**src/rtl/aes_inv_round_linear.sv**
```systemverilog
// Linear half of one AES decryption round: InvShiftRows, AddRoundKey, then InvMixColumns
// (skipped on the final round), as a 2-stage valid/ready pipeline with a global stall enable.
module aes_inv_round_linear #(
    parameter int unsigned DATA_LEN = 128
) (
    input  logic                clk,
    input  logic                reset,
    input  logic                valid_in,
    output logic                ready_out,
    input  logic [DATA_LEN-1:0] data_in,
    input  logic [DATA_LEN-1:0] key_in,
    input  logic                last_in,
    output logic                valid_out,
    input  logic                ready_in,
    output logic [DATA_LEN-1:0] data_out,
    output logic                last_out
);

    function automatic logic [7:0] xtime(input logic [7:0] b);
        return {b[6:0], 1'b0} ^ (b[7] ? 8'h1b : 8'h00);
    endfunction

    // Multiples 9/b/d/e are assembled from the 1/2/4/8 xtime chain.
    function automatic logic [31:0] inv_mix_col(input logic [31:0] col);
        logic [7:0] a1 [4];
        logic [7:0] a2 [4];
        logic [7:0] a4 [4];
        logic [7:0] a8 [4];
        logic [7:0] m9 [4];
        logic [7:0] mb [4];
        logic [7:0] md [4];
        logic [7:0] me [4];
        a1[0] = col[31:24];
        a1[1] = col[23:16];
        a1[2] = col[15:8];
        a1[3] = col[7:0];
        for (int i = 0; i < 4; i++) begin
            a2[i] = xtime(a1[i]);
            a4[i] = xtime(a2[i]);
            a8[i] = xtime(a4[i]);
            m9[i] = a8[i] ^ a1[i];
            mb[i] = a8[i] ^ a2[i] ^ a1[i];
            md[i] = a8[i] ^ a4[i] ^ a1[i];
            me[i] = a8[i] ^ a4[i] ^ a2[i];
        end
        return {me[0] ^ mb[1] ^ md[2] ^ m9[3],
                m9[0] ^ me[1] ^ mb[2] ^ md[3],
                md[0] ^ m9[1] ^ me[2] ^ mb[3],
                mb[0] ^ md[1] ^ m9[2] ^ me[3]};
    endfunction

    logic         en;
    logic [7:0]   din_b [16];
    logic [127:0] shifted;
    logic [127:0] s1_next;
    logic [127:0] mixed;

    logic [127:0] s1_data;
    logic         s1_last;
    logic         s1_valid;

    assign en        = !valid_out || ready_in;
    assign ready_out = en;

    always_comb begin
        for (int i = 0; i < 16; i++) begin
            din_b[i] = data_in[127-8*i -: 8];
        end
    end

    // Row r rotates right by r; columns are listed MSB first.
    assign shifted = {din_b[0],  din_b[13], din_b[10], din_b[7],
                      din_b[4],  din_b[1],  din_b[14], din_b[11],
                      din_b[8],  din_b[5],  din_b[2],  din_b[15],
                      din_b[12], din_b[9],  din_b[6],  din_b[3]};

    assign s1_next = shifted ^ key_in;

    always_comb begin
        mixed = '0;
        for (int c = 0; c < 4; c++) begin
            mixed[127-32*c -: 32] = inv_mix_col(s1_data[127-32*c -: 32]);
        end
    end

    always_ff @(posedge clk or negedge reset) begin
        if (!reset) begin
            s1_valid <= 1'b0;
            s1_data  <= '0;
            s1_last  <= 1'b0;
        end else if (en) begin
            s1_valid <= valid_in;
            if (valid_in) begin
                s1_data <= s1_next;
                s1_last <= last_in;
            end
        end
    end

    always_ff @(posedge clk or negedge reset) begin
        if (!reset) begin
            valid_out <= 1'b0;
            data_out  <= '0;
            last_out  <= 1'b0;
        end else if (en) begin
            valid_out <= s1_valid;
            if (s1_valid) begin
                data_out <= s1_last ? s1_data : mixed;
                last_out <= s1_last;
            end
        end
    end

endmodule

```
**config.mk**
```make
export PLATFORM = sky130hd
export DESIGN_NAME = aes_inv_round_linear
export DESIGN_NICKNAME = d
export VERILOG_FILES = /design/src/rtl/aes_inv_round_linear.sv
export SDC_FILE = /design/constraint.sdc
export NUM_CORES = 1
export LEC_CHECK = 0
export BUFFER_PORTS_ARGS = -buffer_cell sky130_fd_sc_hd__buf_2
export CORE_ASPECT_RATIO = 0.5
export CORE_MARGIN = 2
export CORE_UTILIZATION = 36
export DETAILED_ROUTE_END_ITERATION = 8
export PLACE_DENSITY_LB_ADDON = 0.2
export SYNTH_ARGS = -nofsm -noshare
export SYNTH_HDL_FRONTEND = slang
export SYNTH_SLANG_ARGS = --single-unit
```
**constraint.sdc**
```tcl
create_clock -name clk -period 2.85 [get_ports clk]
set_clock_uncertainty 0.1 [all_clocks]
set_input_delay 0.57 -clock clk [delete_from_list [all_inputs] [get_ports clk]]
set_output_delay 0.57 -clock clk [all_outputs]
set_load 0.05 [all_outputs]
```
* Yosys cells after proc, flatten, opt, wreduce, memory -nomap -nowiden
Index checks and enable logic that the tools add are counted.
** Operators by class
- Mux-type cells :: 49
- Bitwise gates (word level) :: 193
- Reduce and logical (&&, ||, !) cells :: 4
** Operators by type and width (count)
- bitwise XOR 8 bit :: 144
- bitwise XOR 8 x 5 -> 8 bit :: 48
- 2-to-1 mux 5 bit :: 48
- 2-to-1 mux 128 bit :: 1
- bitwise XOR 128 bit :: 1
- AND reduction 2 bit :: 2
- zero test 1 bit :: 1
- logical OR 1 bit :: 1
** Storage, ports and cells
- Register bits after elaboration :: 260
- Bits of input ports :: 261
- Output and inout bits :: 131
- Logic and storage cells :: 252

* Logic depth before layout (Yosys ltp)
Gate-level depths: netlist (run 1).
- Depth after elaboration :: 12
- Mapped depth :: 8
- Gate-level depth less buffers :: 6

* Least setup slack after synthesis (run 1)
No wires, ideal clock.
- Path type :: register to register
- Start :: register valid_out
- End :: register data_out[82]
- Setup time :: 66 ps
- Arrival :: 2388 ps
- Data required time :: 2684 ps
- Setup slack :: 296 ps
- Cell stages (with the launch flop) :: 9
- Buffers on the path :: 3
- Clock period less this slack :: 2554 ps
- Path through :: dfrtp_1 nand2b_1 nand2_1 clkbuf_1 clkbuf_1 clkbuf_1 a21oi_1 o21ai_0 o21a_1
** Between the ends
- Word-level cells in the longest chain between the ends :: 3
** Ends and longest elaborated chain
- from (decl) :: RTL line 13 : output logic valid_out,
- from (signal assigned) :: RTL line 106 : valid_out <= s1_valid;
- zero test 1 bit :: RTL line 62 : assign en = !valid_out || ready_in;
- logical OR 1 bit :: RTL line 62
- net ready_out :: RTL line 9 : output logic ready_out,
- AND reduction 2 bit (no source line)
- to (signal assigned) :: RTL line 108 : data_out <= s1_last ? s1_data : mixed;
- to (decl) :: RTL line 15 : output logic [DATA_LEN-1:0] data_out,
The timed path passes the listed nets, and every way through them passes these cells.
A chain may end at the register's enable or synchronous reset.

* Worst setup path in the final report (run 1)
- Start :: register s1_data[102]
- End :: register data_out[106]
** Between the ends
- Word-level cells in the longest chain between the ends :: 8
** Ends and longest elaborated chain
- from (decl) :: RTL line 58 : logic [127:0] s1_data;
- from (signal assigned) :: RTL line 94 : s1_data <= s1_next;
- bitwise XOR 8 x 5 -> 8 bit :: RTL line 20 : return {b[6:0], 1'b0} ^ (b[7] ? 8'h1b : 8'h00);
- 2-to-1 mux 5 bit :: RTL line 20
- bitwise XOR 8 x 5 -> 8 bit (2 in series) :: RTL line 20
- bitwise XOR 8 bit (2 in series) :: RTL line 42 : mb[i] = a8[i] ^ a2[i] ^ a1[i];
- bitwise XOR 8 bit :: RTL line 48 : md[0] ^ m9[1] ^ me[2] ^ mb[3],
- 2-to-1 mux 128 bit :: RTL line 108
Every way passes these cells.

==> flow_summary_export.csv, run 1 <==
group,metric,value,unit
clock_tree,htreeDepth,1,
logic_synthesis,synth-edff-count,0,
route,drt_iter0_markers,734,
logic_synthesis,syn_inst,1993,
place,place_hpwl,49100,um
clock_tree,postCtsSetupRepairBufs,0,
outcome,outcome,"complete, no violations",
clock_tree,cts.clk_slew.worst_paths,0.07,ns
pwr,cellLeakagePower,11.2,nW
hold_path,hold_class,"in2reg",
place,routabilityCongestion,0.954,
sta,timing.fmax,386,MHz
worst_setup_path,cpPeakStageDelay,0.65,ns
worst_setup_path,cp-startpoint,"s1_data[102]",
route,ant_nets,0,
route,vias,14700,
worst_setup_path,cp_cell_sequence,"xor2_2 > xnor3_1 > xnor2_1 > xor2_1 > mux2i_1 > o21ai_0",
grt,grt_use_met1,30.1,%
clock_tree,cts_buffer_depth,3,
route,finalWirelength,62700,um
sta,setup_slack,0.256,ns
sta,period_share,91.0,%
final_layout,drive_gt1_share,24.4,%
logic_synthesis,synthesis.nets,2254,
hold_path,whs_path_depth,2,
final_layout,nets,2599,
clock_tree,cts_root_buf,"clkbuf_16",
sta,hold_viol,0,
sta,final-setup-viol-count,0,
sta,setup_tns,0,ns
logic_synthesis,yosys-top-cells-area,"dfrtp_1 (32%), xnor2_1 (25%), xnor3_1 (13%)",
worst_setup_path,r2r-start,"s1_data[102]",
grt,grt-ovfl-total,0,
logic_synthesis,synth_top_area_cell,"dfrtp_1",
worst_setup_path,cp.arrival,2.99,ns
place,dp.cells,3064,
place,place_ws,0.274,ns
final_layout,fin_util,43.9,%
pwr,power_density,1490,mW/mm^2
logic_synthesis,ys_seq_elements,260,
worst_setup_path,r2r_cells,6,
clock_tree,cts_buffers,27,
floorplan,rows,61,
route,drt_first_pass_iters,5,
flow_run,cap_violations,0,
floorplan,die_h,173,um
grt,grt_use_met2,34.8,%
grt,grt_pass1_vias,14900,
worst_setup_path,path_max_fanout,7,
final_layout,area_growth,19.8,%
grt,grt_max_degree,73,
route,vias_per_cell,4.71,
logic_synthesis,syn_avg_cell_area,10.3,um^2
floorplan,coreArea,0.0559,mm^2
route,drc,0,
worst_setup_path,cp_data_required_time,3.25,ns
logic_synthesis,seq_area_frac_synth,31.8,%
logic_synthesis,ys_warn_count,0,
clock_tree,ctsResizeCount,0,
grt,busiest_layer,"met2",
sta,relSlewSlack,45.1,%
clock_tree,ctsHoldBuffers,1,
sta,rsz0062_at_grt,"no",
final_layout,antenna_cells,0,
sta,drv_slew,0,
logic_synthesis,synth-main-ff-cell,"dfrtp_1",
floorplan,die_area,0.0589,mm^2
floorplan,design.portCount,392,
logic_synthesis,synth_cell_types,37,
sta,tightest_slew,0.823,ns
floorplan,die_x,341,um
logic_synthesis,synth_top_area_share,31.8,%
worst_setup_path,worstSetupPathType,"reg2reg",
worst_setup_path,r2r_end,"data_out[106]",
sta,finalCriticalPeriod,2.59,ns
logic_synthesis,synth_top_cells_by_count,"xnor2_1 (592), dfrtp_1 (260), o21ai_0 (241)",
final_layout,stdcell_count,3115,
logic_synthesis,async_flop_share,100,%
grt,use_met3,2.97,%
floorplan,start_util,36.7,%
clock_tree,cts_tree,"yes",
clock_tree,clock_sink_count,260,
pwr,peakVddDrop,0.499,mV
logic_synthesis,synth_area,0.0205,mm^2
logic_synthesis,yosysMostFrequentCell,"xnor2_1",
hold_path,worstHoldStart,"last_in",
route,wire_per_inst,20.1,um
hold_path,min_to,"s1_last",
worst_setup_path,cp-end-kind,"register",
grt,grt_pass1_wl,95500,um
place,portBuffers,391,
clock_tree,clock_latency,0.58,ns
grt,grtUsageTotal,21.2,%
grt,antenna_found_initial,0,
worst_setup_path,rrSetupSlack,0.26,ns
worst_setup_path,cp-start-kind,"register",
final_layout,fillers,5502,
worst_setup_path,crit_path_top_delay_cell,"dfrtp_1",
pwr,p_total,36.5,mW
[report_power, final]
part           internal (mW)  leakage, nW  switching (mW)
Clock                   2.11        0.435            1.67
Combinational           12.5         7.60            13.8
Sequential              4.93         3.17            1.50
Total                   19.5         11.2            17.0
[state kept, by name, indices dropped and copies added, names as in the netlist]
register   cells
data_out     128
s1_data      128
last_out       1
s1_last        1
s1_valid       1
valid_out      1
[final cells by class]
type	count	area [um^2]	share of cell area (%)
Tap cell	756	946	3.86
Clock inverter	16	179	0.729
Inverter	1	3.75	0.0153
Clock buffer	34	732	2.98
Sequential cell	260	6510	26.5
Multi-Input combinational cell	1540	13200	53.6
Timing Repair Buffer	508	3010	12.3
[worst max-delay path by stage]
| stage | endpoint | slack [ns] |
|---|---|---|
| 2_1_floorplan | data_out[82] | 0.30 |
| 3_3_place_gp | data_out[93] | 0.30 |
| 3_5_place_dp | data_out[93] | 0.27 |
| 4_1_cts | data_out[93] | 0.25 |
| 5_1_grt | data_out[53] | 0.12 |
| 6_report | data_out[106] | 0.26 |
[metal layers]
layer	part of all wire (%)	vias up
met1	47	7127
li1	-	7165
met2	47	302
met3	4.2	64
met5	0	-
met4	1.9	0
[layout by cell type (no fill, tap or decap), types with 2 or more instances in the layout]
master,synthesis,routed
clkinvlp_4,0,5
xor3_1,19,19
buf_2,46,390
nand2_1,212,210
o21a_1,43,43
buf_12,0,13
xnor3_2,2,2
xnor3_4,2,2
xnor2_2,9,9
clkbuf_16,0,27
nor2_1,32,32
clkbuf_8,0,3
xnor3_1,118,118
o21ai_0,241,241
inv_6,0,3
nand2b_1,4,4
nand2_4,0,2
bufinv_16,0,3
buf_4,5,103
o22ai_1,2,2
xor2_1,113,113
clkbuf_1,128,4
o211ai_1,2,2
a21oi_1,73,73
clkinv_2,0,5
xor2_4,2,2
and3_1,6,6
dfrtp_1,260,259
a221o_1,3,3
o21ai_1,6,6
xnor2_1,592,592
mux2i_1,49,49
[stage by stage]
| step | hold slack (ns) | instance area (um^2) |
|---|---|---|
| 6_report | 0.129 | 24500 |
| 5_1_grt | 0.0911 | 24500 |
| 4_1_cts | 0.0875 | 24500 |
| 3_5_place_dp | 0.359 | 23600 |
| 3_3_place_gp | 0.357 | 23600 |
| 2_1_floorplan | 0.174 | 20500 |
[critical path: cells and delay by family (launching register included)]
kind / cells / cell delay, ns
compound gates: 1 / 0.19
flops: 1 / 0.65
mux: 1 / 0.19
xor+xnor: 4 / 1.37
[cell families (layout without fill, tap and decap cells)]
kind of cell    Yosys count  in the layout  share of synthesized area [%]
mux                      50             50                           2.45
flops                   260            260                           31.8
compound gates          373            373                           9.79
xor+xnor                859            859                           47.0
simple gates            258            258                           4.90
buf+inv                 193            559                           4.10
Note: power is estimated with default switching activity, not from simulation.
==> run 2: changes to the inputs <==
--- a/config.mk
+++ b/config.mk
@@ -8,9 +8,9 @@
 export BUFFER_PORTS_ARGS = -buffer_cell sky130_fd_sc_hd__buf_2
 export CORE_ASPECT_RATIO = 0.5
 export CORE_MARGIN = 2
-export CORE_UTILIZATION = 36
+export CORE_UTILIZATION = 57
 export DETAILED_ROUTE_END_ITERATION = 8
-export PLACE_DENSITY_LB_ADDON = 0.2
+export PLACE_DENSITY = 0.86
 export SYNTH_ARGS = -nofsm -noshare
 export SYNTH_HDL_FRONTEND = slang
 export SYNTH_SLANG_ARGS = --single-unit
==> run 2 against run 1 <==
  * Sequential share of layout area increased by 0.42 points
  * Clock power increased by 6.1%
  * Fmax decreased by 3.5%
  * Cell count decreased by 9.2%
==> flow_summary_export.csv, run 2 (same netlist as run 1, synthesis figures left out) <==
group,metric,value,unit
outcome,outcome,"complete, no violations",
pwr,peakVddDrop,1.08,mV
grt,grt_max_degree,68,
clock_tree,htreeDepth,1,
final_layout,nets,2584,
clock_tree,cts_root_buf,"clkbuf_16",
pwr,internal_power,19.7,mW
grt,grt-ovfl-total,0,
route,wire_per_inst,21.1,um
pwr,pwr-share-comb,71.4,%
grt,grtUsageTotal,31.6,%
pwr,cellLeakagePower,11.2,nW
final_layout,final_common_cell,"xnor2_1",
flow_run,cap_violations,0,
route,finalWirelength,59700,um
sta,timing.fmax,372,MHz
grt,grt_pass1_wl,91500,um
pwr,power_density,1520,mW/mm^2
final_layout,stdcell_area,0.0241,mm^2
final_layout,layout_common_cells,"xnor2_1 (592), buf_2 (390), dfrtp_1 (259)",
clock_tree,cts_tree,"yes",
final_layout,antenna_cells,0,
worst_setup_path,cp_data_required_time,3.24,ns
clock_tree,clock_sink_count,260,
clock_tree,cts_buffer_depth,3,
place,routabilityCongestion,1.02,
place,place_area,0.0232,mm^2
worst_setup_path,cp.arrival,3.08,ns
place,portBuffers,391,
grt,antenna_found_initial,0,
worst_setup_path,worstSetupPathType,"reg2reg",
sta,tightest_slew,0.887,ns
clock_tree,clock_latency,0.56,ns
route,vias,15500,
pwr,p_switching,16.9,mW
worst_setup_path,path_max_fanout,9,
final_layout,reg_top3,"data_out: 128 flops, s1_data: 128 flops",
sta,hold_viol,0,
floorplan,die_h,138,um
floorplan,die_area,0.0376,mm^2
floorplan,start_util,57.4,%
grt,grt_pass1_vias,15600,
worst_setup_path,cp-start-kind,"register",
pwr,p_sw_share,46.2,%
clock_tree,cts.clk_slew.worst_paths,0.06,ns
route,vias_per_cell,5.47,
place,place_hpwl,45800,um
worst_setup_path,cp-end-kind,"register",
sta,rsz0062_at_grt,"no",
sta,relSlewSlack,40.9,%
clock_tree,cts_buffers,26,
floorplan,coreArea,0.0357,mm^2
hold_path,hold_class,"in2reg",
route,drc,0,
floorplan,design.portCount,392,
route,drt_iter0_markers,1255,
pwr,pwr-share-clk,10.9,%
sta,final-setup-viol-count,0,
sta,drv_slew,0,
sta,hold-worst-slack,0.159,ns
final_layout,area_growth,17.9,%
sta,period_share,94.3,%
worst_setup_path,rrSetupSlack,0.16,ns
final_layout,drive_gt1_share,24.0,%
route,drt_first_pass_iters,7,
sta,finalCriticalPeriod,2.69,ns
route,ant_nets,0,
sta,setup_tns,0,ns
pwr,p_seq_share,17.6,%
floorplan,rows,49,
floorplan,die_x,272,um
-- run 2: power by group through the flow --
stage,sequential (mW),combinational (mW),clock (mW)
after CTS,6.43,26.0,4.06
after detailed placement,6.48,25.8,0
after floorplan,8.57,17.8,0
after global routing,6.59,27.7,4.21
final,6.47,26.2,4.01
after global placement,6.45,25.5,0
-- run 2: layout make-up --
type	count	area (um^2)
Multi-Input combinational cell	1540	13200
Clock inverter	17	272
Fill cell	2805	11500
Timing Repair Buffer	494	2890
Sequential cell	260	6510
Tap cell	484	606
Clock buffer	31	711
Inverter	1	3.75
-- run 2: stage by stage --
step	total power, mW	util [%]	setup slack [ns]	std cells
floorplan	26.4	-	0.296	1993
global placement	31.9	64.9	0.236	2778
detailed placement	32.3	64.9	0.217	2778
CTS	36.5	67.7	0.200	2827
global route	38.5	67.7	0.102	2827
finish	36.6	67.7	0.163	2827
-- run 2: repair_timing --
item                                   4_1_cts  5_1_grt
gates resized for setup                      0        0
buffers inserted                             0        0
endpoints found under the hold margin       54        0
hold buffers                                 1        0
-- run 2: final timing paths --
check / start / endpoint / depth (start not counted)
setup / recovery: s1_data[7] / data_out[21] / 6
hold / removal: last_in / s1_last / 2
setup reg to reg: s1_data[7] / data_out[21] / 6
hold reg to reg: data_out[119] / data_out[119] / 2
max in group asynchronous: reset / s1_data[92] / 3
min in group asynchronous: reset / s1_data[107] / 2
-- run 2: worst max-delay path: stages, from the launching register on --
cell,delay (ns)
dfrtp_1,0.79
xor2_4,0.26
xnor3_1,0.53
xnor2_1,0.31
xnor3_1,0.37
o21ai_1,0.13
o21a_1,0.13
-- run 2: layer usage --
layer | global-route usage, % | wire length (um) | up-vias | share of wire [%]
met1 | 43.4 | 24800 | 7576 | 42
li1 | - | - | 7124 | -
met4 | 10.4 | 2210 | 0 | 3.7
met3 | 5.19 | 4580 | 127 | 7.7
met2 | 51.4 | 28100 | 647 | 47
met5 | 0 | 0 | - | 0
